--- src/rtl/trig_tag_buffer_pkg.sv ---
`default_nettype none
// +--------------------------------------------------------------------+
// | cdt_tag_pkg: shared constants, record field map, FSM type. Rev 1.0 |
// +--------------------------------------------------------------------+
package cdt_tag_pkg;

  localparam logic [15:0] TAG_HEADER = 16'hEEEE;
  localparam int          TAG_WORDS  = 9;
  localparam int          ID_W       = 10;
  localparam int          REC_W      = 128;
  localparam int          WORD_W     = 16;

  // Word index k places data word k at rec[16k-1 -: 16]
  localparam int W_EVENT_ID = 1;
  localparam int W_VETO_LO  = 2;
  localparam int W_VETO_HI  = 3;
  localparam int W_TS_LO    = 4;
  localparam int W_TS_HI    = 5;
  localparam int W_TRIG     = 6;
  localparam int W_CLUS     = 7;
  localparam int W_ET_RAW   = 8;

  typedef enum logic [0:0] {
    IDLE = 1'b0,
    BODY = 1'b1
  } state_t;

  function automatic int word_lsb(input int k);
    return WORD_W * (k - 1);
  endfunction

  function automatic logic [15:0] sat_inc16(input logic [15:0] c, input logic clr,
                                            input logic inc);
    logic [15:0] b;
    b = clr ? 16'd0 : c;
    return (inc && (b != 16'hFFFF)) ? b + 16'd1 : b;
  endfunction

endpackage
`default_nettype wire

--- src/rtl/tag_fifo.sv ---
`default_nettype none
// +--------------------------------------------------------------------+
// | tag_fifo: synchronous FWFT FIFO with flush; dout is 0 when empty.  |
// | Rev 1.0                                                            |
// +--------------------------------------------------------------------+
module tag_fifo #(
  parameter int WIDTH = 128,
  parameter int DEPTH = 16
) (
  input  logic                       clk,
  input  logic                       rst_n,
  input  logic                       flush,
  input  logic                       push,
  input  logic                       pop,
  input  logic [WIDTH-1:0]           din,
  output logic [WIDTH-1:0]           dout,
  output logic                       empty,
  output logic                       full,
  output logic [$clog2(DEPTH):0]     count
);

  localparam int AW = $clog2(DEPTH);

  logic [WIDTH-1:0] mem [DEPTH];
  logic [AW-1:0]    wr_ptr;
  logic [AW-1:0]    rd_ptr;
  logic             do_push;
  logic             do_pop;

  assign empty   = (count == '0);
  assign full    = (count == (AW+1)'(DEPTH));
  // A pop frees the slot a same-cycle push needs, so push-while-full is legal with pop
  assign do_pop  = pop && !empty && !flush;
  assign do_push = push && (!full || do_pop) && !flush;
  assign dout    = empty ? '0 : mem[rd_ptr];

  always_ff @(posedge clk) begin
    if (do_push) mem[wr_ptr] <= din;
  end

  always_ff @(posedge clk or negedge rst_n) begin
    if (!rst_n) begin
      wr_ptr <= '0;
      rd_ptr <= '0;
      count  <= '0;
    end else if (flush) begin
      wr_ptr <= '0;
      rd_ptr <= '0;
      count  <= '0;
    end else begin
      if (do_push) wr_ptr <= wr_ptr + AW'(1);
      if (do_pop)  rd_ptr <= rd_ptr + AW'(1);
      count <= count + (AW+1)'(do_push) - (AW+1)'(do_pop);
    end
  end

endmodule
`default_nettype wire

--- src/rtl/trig_tag_buffer.sv ---
`default_nettype none
// +--------------------------------------------------------------------+
// | trig_tag_buffer: trigger-tag frame reassembly, checks, FWFT buffer. |
// | Rev 1.0                                                            |
// +--------------------------------------------------------------------+
module trig_tag_buffer
  import cdt_tag_pkg::*;
#(
  parameter int DEPTH       = 16,
  parameter int FULL_MARGIN = 2
) (
  input  logic                      clk,
  input  logic                      rst_n,
  input  logic                      in_live,
  input  logic                      in_early_lv1,
  input  logic [15:0]               in_trig_tag,
  input  logic                      rd_en,
  output logic [127:0]              rd_data,
  output logic                      empty,
  output logic [$clog2(DEPTH):0]    occupancy,
  output logic                      lv2_full,
  output logic [19:0]               frame_cnt,
  output logic [15:0]               abort_cnt,
  output logic [15:0]               hdr_err_cnt,
  output logic [15:0]               id_err_cnt,
  output logic [15:0]               ovf_cnt
);

  localparam int             CW        = $clog2(DEPTH) + 1;
  localparam logic [CW-1:0]  FULL_TH   = CW'(DEPTH - FULL_MARGIN);
  localparam logic [2:0]     LAST_SLOT = 3'(TAG_WORDS - 2);

  state_t            state;
  logic [2:0]        slot;
  logic [REC_W-1:0]  rec;
  logic              live_d;
  logic              exp_valid;
  logic [ID_W-1:0]   exp_id;

  logic              full;
  logic              hdr_ok;
  logic              strobe;
  logic              push_req;
  logic              push_ok;
  logic              pop_ok;
  logic              drop;
  logic              id_bad;
  logic              clr;
  logic [REC_W-1:0]  push_rec;
  logic [ID_W-1:0]   new_id;
  logic [CW-1:0]     occ_next;
  logic [19:0]       frame_base;

  assign hdr_ok   = (in_trig_tag == TAG_HEADER);
  assign strobe   = in_live && in_early_lv1;
  assign push_req = in_live && (state == BODY) && !in_early_lv1 && (slot == LAST_SLOT);
  assign push_rec = {in_trig_tag, rec[REC_W-WORD_W-1:0]};
  assign pop_ok   = in_live && rd_en && !empty;
  assign push_ok  = push_req && (!full || pop_ok);
  assign drop     = push_req && !push_ok;
  assign new_id   = push_rec[word_lsb(W_EVENT_ID) +: ID_W];
  assign id_bad   = push_ok && exp_valid && (new_id != exp_id);
  assign clr      = in_live && !live_d;
  assign occ_next = occupancy + CW'(push_ok) - CW'(pop_ok);

  // slot holds (word index - 1) of the next body word
  always_ff @(posedge clk or negedge rst_n) begin
    if (!rst_n) begin
      state     <= IDLE;
      slot      <= '0;
      rec       <= '0;
      exp_valid <= 1'b0;
      exp_id    <= '0;
    end else if (!in_live) begin
      state     <= IDLE;
      slot      <= '0;
      exp_valid <= 1'b0;
    end else begin
      if (in_early_lv1) begin
        slot  <= '0;
        state <= hdr_ok ? BODY : IDLE;
      end else if (state == BODY) begin
        rec[{slot, 4'b0000} +: WORD_W] <= in_trig_tag;
        if (slot == LAST_SLOT) state <= IDLE;
        else                   slot  <= slot + 3'd1;
      end
      if (push_ok) begin
        exp_valid <= 1'b1;
        exp_id    <= new_id + ID_W'(1);
      end
    end
  end

  assign frame_base = clr ? 20'd0 : frame_cnt;

  always_ff @(posedge clk or negedge rst_n) begin
    if (!rst_n) begin
      live_d      <= 1'b0;
      lv2_full    <= 1'b0;
      frame_cnt   <= '0;
      abort_cnt   <= '0;
      hdr_err_cnt <= '0;
      id_err_cnt  <= '0;
      ovf_cnt     <= '0;
    end else begin
      live_d   <= in_live;
      lv2_full <= in_live && (occ_next >= FULL_TH);
      if (in_live) begin
        frame_cnt   <= (push_ok && frame_base != 20'hFFFFF) ? frame_base + 20'd1 : frame_base;
        abort_cnt   <= sat_inc16(abort_cnt, clr, strobe && (state == BODY));
        hdr_err_cnt <= sat_inc16(hdr_err_cnt, clr, strobe && !hdr_ok);
        id_err_cnt  <= sat_inc16(id_err_cnt, clr, id_bad);
        ovf_cnt     <= sat_inc16(ovf_cnt, clr, drop);
      end
    end
  end

  tag_fifo #(
    .WIDTH (REC_W),
    .DEPTH (DEPTH)
  ) u_fifo (
    .clk   (clk),
    .rst_n (rst_n),
    .flush (!in_live),
    .push  (push_ok),
    .pop   (pop_ok),
    .din   (push_rec),
    .dout  (rd_data),
    .empty (empty),
    .full  (full),
    .count (occupancy)
  );

endmodule
`default_nettype wire
--- config.mk ---
export PLATFORM = sky130hd
export DESIGN_NAME = trig_tag_buffer
export DESIGN_NICKNAME = d
export VERILOG_FILES = /design/src/rtl/trig_tag_buffer_pkg.sv /design/src/rtl/tag_fifo.sv /design/src/rtl/trig_tag_buffer.sv
export SDC_FILE = /design/constraint.sdc
export NUM_CORES = 2
export LEC_CHECK = 0
export CORE_MARGIN = 4
export CORE_UTILIZATION = 30
export CTS_CLUSTER_DIAMETER = 30
export DETAILED_ROUTE_END_ITERATION = 10
export HOLD_SLACK_MARGIN = 0.1
export PLACE_DENSITY = 0.47
export SETUP_SLACK_MARGIN = 0.3
export SKIP_CTS_REPAIR_TIMING = 1
export SLEW_MARGIN = 20
export SYNTH_ARGS = -nofsm -noshare
export SYNTH_HDL_FRONTEND = slang
export SYNTH_SLANG_ARGS = --single-unit
--- constraint.sdc ---
create_clock -name clk -period 9.5 [get_ports clk]
set_input_delay 1.9 -clock clk [delete_from_list [all_inputs] [get_ports clk]]
set_output_delay 1.9 -clock clk [all_outputs]
set_load 0.02 [all_outputs]
Word level (Yosys, flattened, before mapping)

Memory sizes are Yosys's and may differ from the RTL's.
Index checks and enable logic that the tools add are counted.
Widths: inputs -> output; s select.

Bits in registers: 242
Memory bits (writable): 2,048
Input port bits: 21
Output and inout bits: 219
Logic and storage cells: 113
Memories: 1

Memories:

| name       | words | bits a word | read ports | clocked after memory_dff | wr ports | line           | source |
|---|---|---|---|---|---|---|---|
| u_fifo.mem | 16    | 128         | 1          | 0                        | 1        | tag_fifo.sv:24 | `logic [WIDTH-1:0] mem [DEPTH];` |

$add $sub $neg: 14
Order comparisons: 1
Eq/ne operators: 14
Shift operators: 2
Mux-type cells: 30
Bitwise logic cells: 1
Reductions and logical operators: 35

Operator list:

| operator                 | count |
|---|---|
| $bwmux 128               | 1 |
| $mux 128                 | 1 |
| $mux 16                  | 8 |
| $shift 16x9->128 const A | 1 |
| $shiftx 16x9->128        | 1 |
| $add 16x1->16 const B    | 4 |
| $ne 16x16->1 const B     | 4 |
| $mux 20                  | 2 |
| $logic_and 1x1->1        | 23 |
| $add 20x1->20 const B    | 1 |
| $ne 20x20->1 const B     | 1 |
| $eq 16x16->1 const B     | 1 |
| $mux 4                   | 4 |
| $mux 3                   | 4 |
| $add 10x1->10 const B    | 1 |
| $add 5x1->5              | 2 |
| $ne 10x10->1             | 1 |
| $sub 5x1->5              | 2 |
| $mux 1                   | 9 |
| $neg 7->9                | 1 |
| $add 4x1->4 const B      | 2 |
| $logic_not 1->1          | 6 |
| $ne 2x1->1 const B       | 3 |
| $eq 5x5->1 const B       | 1 |
| other kinds (11)         | 13 |

Depth between registers and ports, before layout

Depth after elaboration: 11
Gate-level depth with buffers: 17
Depth with buffers taken out: 16

By module

Synthesis repeated with hierarchy kept, for this count alone.

Cells, all modules: 4,326
Area, all modules: 87,889.3 µm²

By module, submodules not included:

| module          | times used | cells an instance | area an instance (µm²) | seq. area each (µm²) |
|---|---|---|---|---|
| tag_fifo        | 1          | 3,224             | 77,366.7               | 61,824.3 |
| trig_tag_buffer | 1          | 1,102             | 10,522.6               | 5,330.1 |

Worst setup path after synthesis

No wires, ideal clock.

Kind: in2reg
Start: in in_early_lv1
End: mem u_fifo.mem[4][0], enable pin
Library setup time: 0.503 ns
Data arrival time: 6.036 ns
Data required time: 8.997 ns
Slack: 2.961 ns
Cell stages on the path: 8
Path buffers: 2
Cells stage by stage: and4b_1 > a21bo_2 > buf_6 > inv_6 > clkbuf_1 > nand2_1 > nor2_1 > and2_1

Cells in the longest elaborated chain, start to end: 8

Ends and longest elaborated chain:

| item                           | line                  | source |
|---|---|---|
| start, declared                | trig_tag_buffer.sv:15 | `input logic in_early_lv1,` |
| $logic_not 1->1                | trig_tag_buffer.sv:56 | `assign push_req = in_live && (state == BODY) && !in_early_lv1 && (slot == LAST_SLOT);` |
| $logic_and 1x1->1 (2 in a row) | trig_tag_buffer.sv:56 |  |
| $logic_and 1x1->1              | trig_tag_buffer.sv:59 | `assign push_ok = push_req && (!full \|\| pop_ok);` |
| $logic_and 1x1->1 (2 in a row) | tag_fifo.sv:34        | `assign do_push = push && (!full \|\| do_pop) && !flush;` |
| $mux 1                         | tag_fifo.sv:38        | `if (do_push) mem[wr_ptr] <= din;` |
| $mux 1 (implied by the code)   | tag_fifo.sv:38        |  |
| end, declared                  | tag_fifo.sv:24        |  |

Every way passes these cells.

Worst setup path after layout

Start: reg u_fifo.rd_ptr[0]
End: out rd_data[53]

Cells in the longest elaborated chain, start to end: 2

Ends and longest elaborated chain:

| item                   | line                  | source |
|---|---|---|
| start, declared        | tag_fifo.sv:26        | `logic [AW-1:0] rd_ptr;` |
| start signal, assigned | tag_fifo.sv:52        | `if (do_pop) rd_ptr <= rd_ptr + AW'(1);` |
| $mem_v2 16x128         | n/a                   |  |
| $mux 128               | tag_fifo.sv:35        | `assign dout = empty ? '0 : mem[rd_ptr];` |
| end, declared          | trig_tag_buffer.sv:18 | `output logic [127:0] rd_data,` |

Every way passes these cells.

==> key figures <==
Placement
  • Post-placement cell area: between 90000 and 100000 um^2
  • Port Buffer Count: around 240
  • Dpl hpwl: roughly 120000 um
  • Place WS: 3.42 ns
  • RD Place Congestion: 0.725

Finish
  • Fin nets: between 4000 and 5000
  • Post-route design area: about 110000 um^2
  • Area Growth Syn to Fin: 26.8%
  • Proportion of layout cells with a drive suffix above 1: 0.305

Clocking
  • Sink Count: around 2300
  • CTS buffer count: 470
  • Reg clk slew, reported paths: about 0.050 ns
  • Clock buffer depth: 4
  • H-tree levels: 5
  • CTS Root Cell: clkbuf_16
  • CTS tree: built
  • Clk_lat worst skew: approximately 0.96 ns

Detailed routing
  • Final WL: approximately 240000 um
  • Via count: ~44000
  • Drt wl/cell: 26.3 um
  • Number of DRC markers in iteration 0: 3866
  • Antenna viol nets, final: 0
  • Detailed-router iteration count before antenna repair: 7
  • Met3 routed WL: ~15000 um
  • Avg Vias per Cell: between 4 and 5
  • Residual DRC: 0
  • Max layer used: met5
  • Routed met2 length: ~110000 um
  • Wire length on met1: around 110000 um

Timing
  • Max Clock Skew: 0.101 ns
  • RSZ-0062 raised after global routing: false
  • Final Hold Vio Count: 0
  • Final worst-path setup slack: approximately 3 ns
  • Crit path time final: roughly 6.6 ns
  • Max-slew violations: 0
  • Fin crit share: 0.690
  • Setup TNS: 0 ns
  • Final setup viols: 0
  • Max-Slew Margin vs Limit: 0.311
  • Measured slew at the worst slew-check pin: roughly 1.0 ns
  • Max Freq: between 150 and 200 MHz

Setup path
  • FF-to-FF setup slack: between 5 and 6 ns
  • Critical-path maximum fanout: 99
  • Endpoint class of the critical path: primary output
  • Critical Path RT: around 7.6 ns
  • Worst path arrival time: 4.66 ns
  • Critical path type: reg2out
  • Worst r2r path cells: 7
  • Worst R2R End: u_fifo.mem[3][27]$_DFFE_PP_
  • Reg2reg start: slot[0]$_DFFE_PN0P_
  • Startpoint Class: flop

Min path
  • Cells on Worst Hold Path: 2
  • HP Start: exp_id[4]$_DFFE_PN0P_
  • Min-Delay Endpoint: exp_id[4]$_DFFE_PN0P_
  • Worst Hold Class: reg2reg

Synth
  • Simple-gate portion of the synthesized area: 0.0381
  • Post-synth EDFFs: ~2000
  • Yosys warns: 0
  • Synth Cell Area: approximately 89000 um^2
  • Avg Inst Size Synth: 21.4 um^2
  • Post-synthesis adder-cell area fraction: 0.00412
  • Seq/Total Area, Yosys: 0.757
  • Mapped Cells: just over 4000
  • Dominant cell type by area after synthesis: edfxtp_1
  • Post-Synth XOR/XNOR Area: 0.00553
  • Largest family of logic cells by synthesized area: multiplexers
  • Distinct cell type count after synthesis: between 80 and 90
  • Top post-synthesis cells by area: edfxtp_1, mux4_2, dfrtp_1, and2_1, nand2_1
  • #FFs+latches synth: between 2000 and 2500
  • Syn_nets: 4200
  • Post-synthesis mux area share: 0.167
  • Async S/R FF share, synth: 0.0994
  • Top cells by instance count after synthesis: edfxtp_1, mux4_2, dfrtp_1
  • Compound-gate portion of the synthesized area: 0.0169
  • Top cell type's share of synthesized area: 0.693
  • Most common cell in the netlist: edfxtp_1
  • Most used DFF post-synth: edfxtp_1

Die
  • Io pins: 240
  • Die Wd: roughly 550 um
  • Core area: 294000 um^2
  • Initial Utilization: 0.302
  • Die Area: approximately 300000 um^2
  • Die height: 552 um
  • # rows: 199

Global routing
  • Vias in the first global route: 47600
  • Global-route wire length before repair: 345000 um
  • Gr usage total: 0.155
  • Antenna violations before repair: 29
  • Global route overflow: 0
  • Largest net degree at the start of global routing: 112

Power
  • Maximum VDD drop: slightly above 0.2 mV
  • Leakage: approximately 0.036 uW
  • PD cells: between 200 and 300 nW/um^2

Flow run
  • MaxCap Viol Count: 0

Run status
  • Outcome: finished clean
report_power, final:
part,switching [uW],internal [uW]
Sequential,102,10800
Combinational,2470,2070
Clock,5480,11000
Total,8050,23900
sequential cells by signal, indices dropped and copies added, names as in the netlist, 5 cells and up:
signal,flops
hdr_err_cnt,16
exp_id,10
abort_cnt,16
id_err_cnt,16
u_fifo.count,5
frame_cnt,20
ovf_cnt,16
u_fifo.mem,2048
rec,112
stage by stage:
step	instances	hold WS (ns)	total power (uW)	util
2_1_floorplan	4151	0.467	13900	-
4_1_cts	9068	0.502	32400	0.382
6_report	9080	0.497	31900	0.382
3_3_place_gp	8177	0.484	15800	0.327
3_5_place_dp	8177	0.493	15800	0.327
5_1_grt	9069	0.534	33100	0.382
final cells by class:
class	instances	area [um^2]
Fill cell	26600	182000
Clock inverter	332	3970
Timing Repair Buffer	320	3350
Clock buffer	559	12400
Antenna cell	12	30.0
Sequential cell	2274	67200
Inverter	30	118
Tap cell	3919	4900
Multi-Input combinational cell	1634	20600
cell families (layout without fill, tap and decap cells):
logic type,Yosys count,after routing
compound gates,228,228
other cells,0,12
buf+inv,243,1241
mux,675,675
simple gates,647,647
flops,2274,2274
xor+xnor,56,56
fa+ha+maj,28,28
cell usage in the layout, fill, tap and decap left out, drive strengths merged, types with 55 or more instances in the layout:
master	synthesis	routed
buf	94	83
dfrtp	226	226
edfxtp	2048	2048
clkbuf	119	559
nor2	59	59
o21ai	113	113
bufinv	0	61
and2	160	160
nand2	223	223
mux4	640	640
clkinvlp	0	55
clkdlybuf4s50	0	237
clkinv	0	193
per-layer routing:
metal  GRT usage  up-vias
li1            -    18600
met1       0.217    23900
met2       0.243     1258
met3      0.0356      432
met4      0.0473       10
met5           0        -
worst max-delay path by stage:
stage                                      start                          end  slack (ns)  cells past startpoint
floorplan                           in_early_lv1   u_fifo.mem[4][0]$_DFFE_PP_        2.96                      8
global placement                         in_live  u_fifo.mem[3][35]$_DFFE_PP_        3.46                      7
detailed placement                       in_live  u_fifo.mem[3][35]$_DFFE_PP_        3.42                      7
CTS                 u_fifo.rd_ptr[0]$_DFFE_PN0P_                 rd_data[101]        2.75                      5
global route        u_fifo.rd_ptr[0]$_DFFE_PN0P_                  rd_data[53]        2.62                      5
finish              u_fifo.rd_ptr[0]$_DFFE_PN0P_                  rd_data[53]        2.94                      5
critical path, stage by stage (launching register included):
cell             delay, ns
dfrtp_4               1.00
buf_12                0.62
mux4_2                0.59
mux4_2                0.45
and2_1                0.26
clkdlybuf4s50_1       0.59
Power figures use the tool's default switching activity.
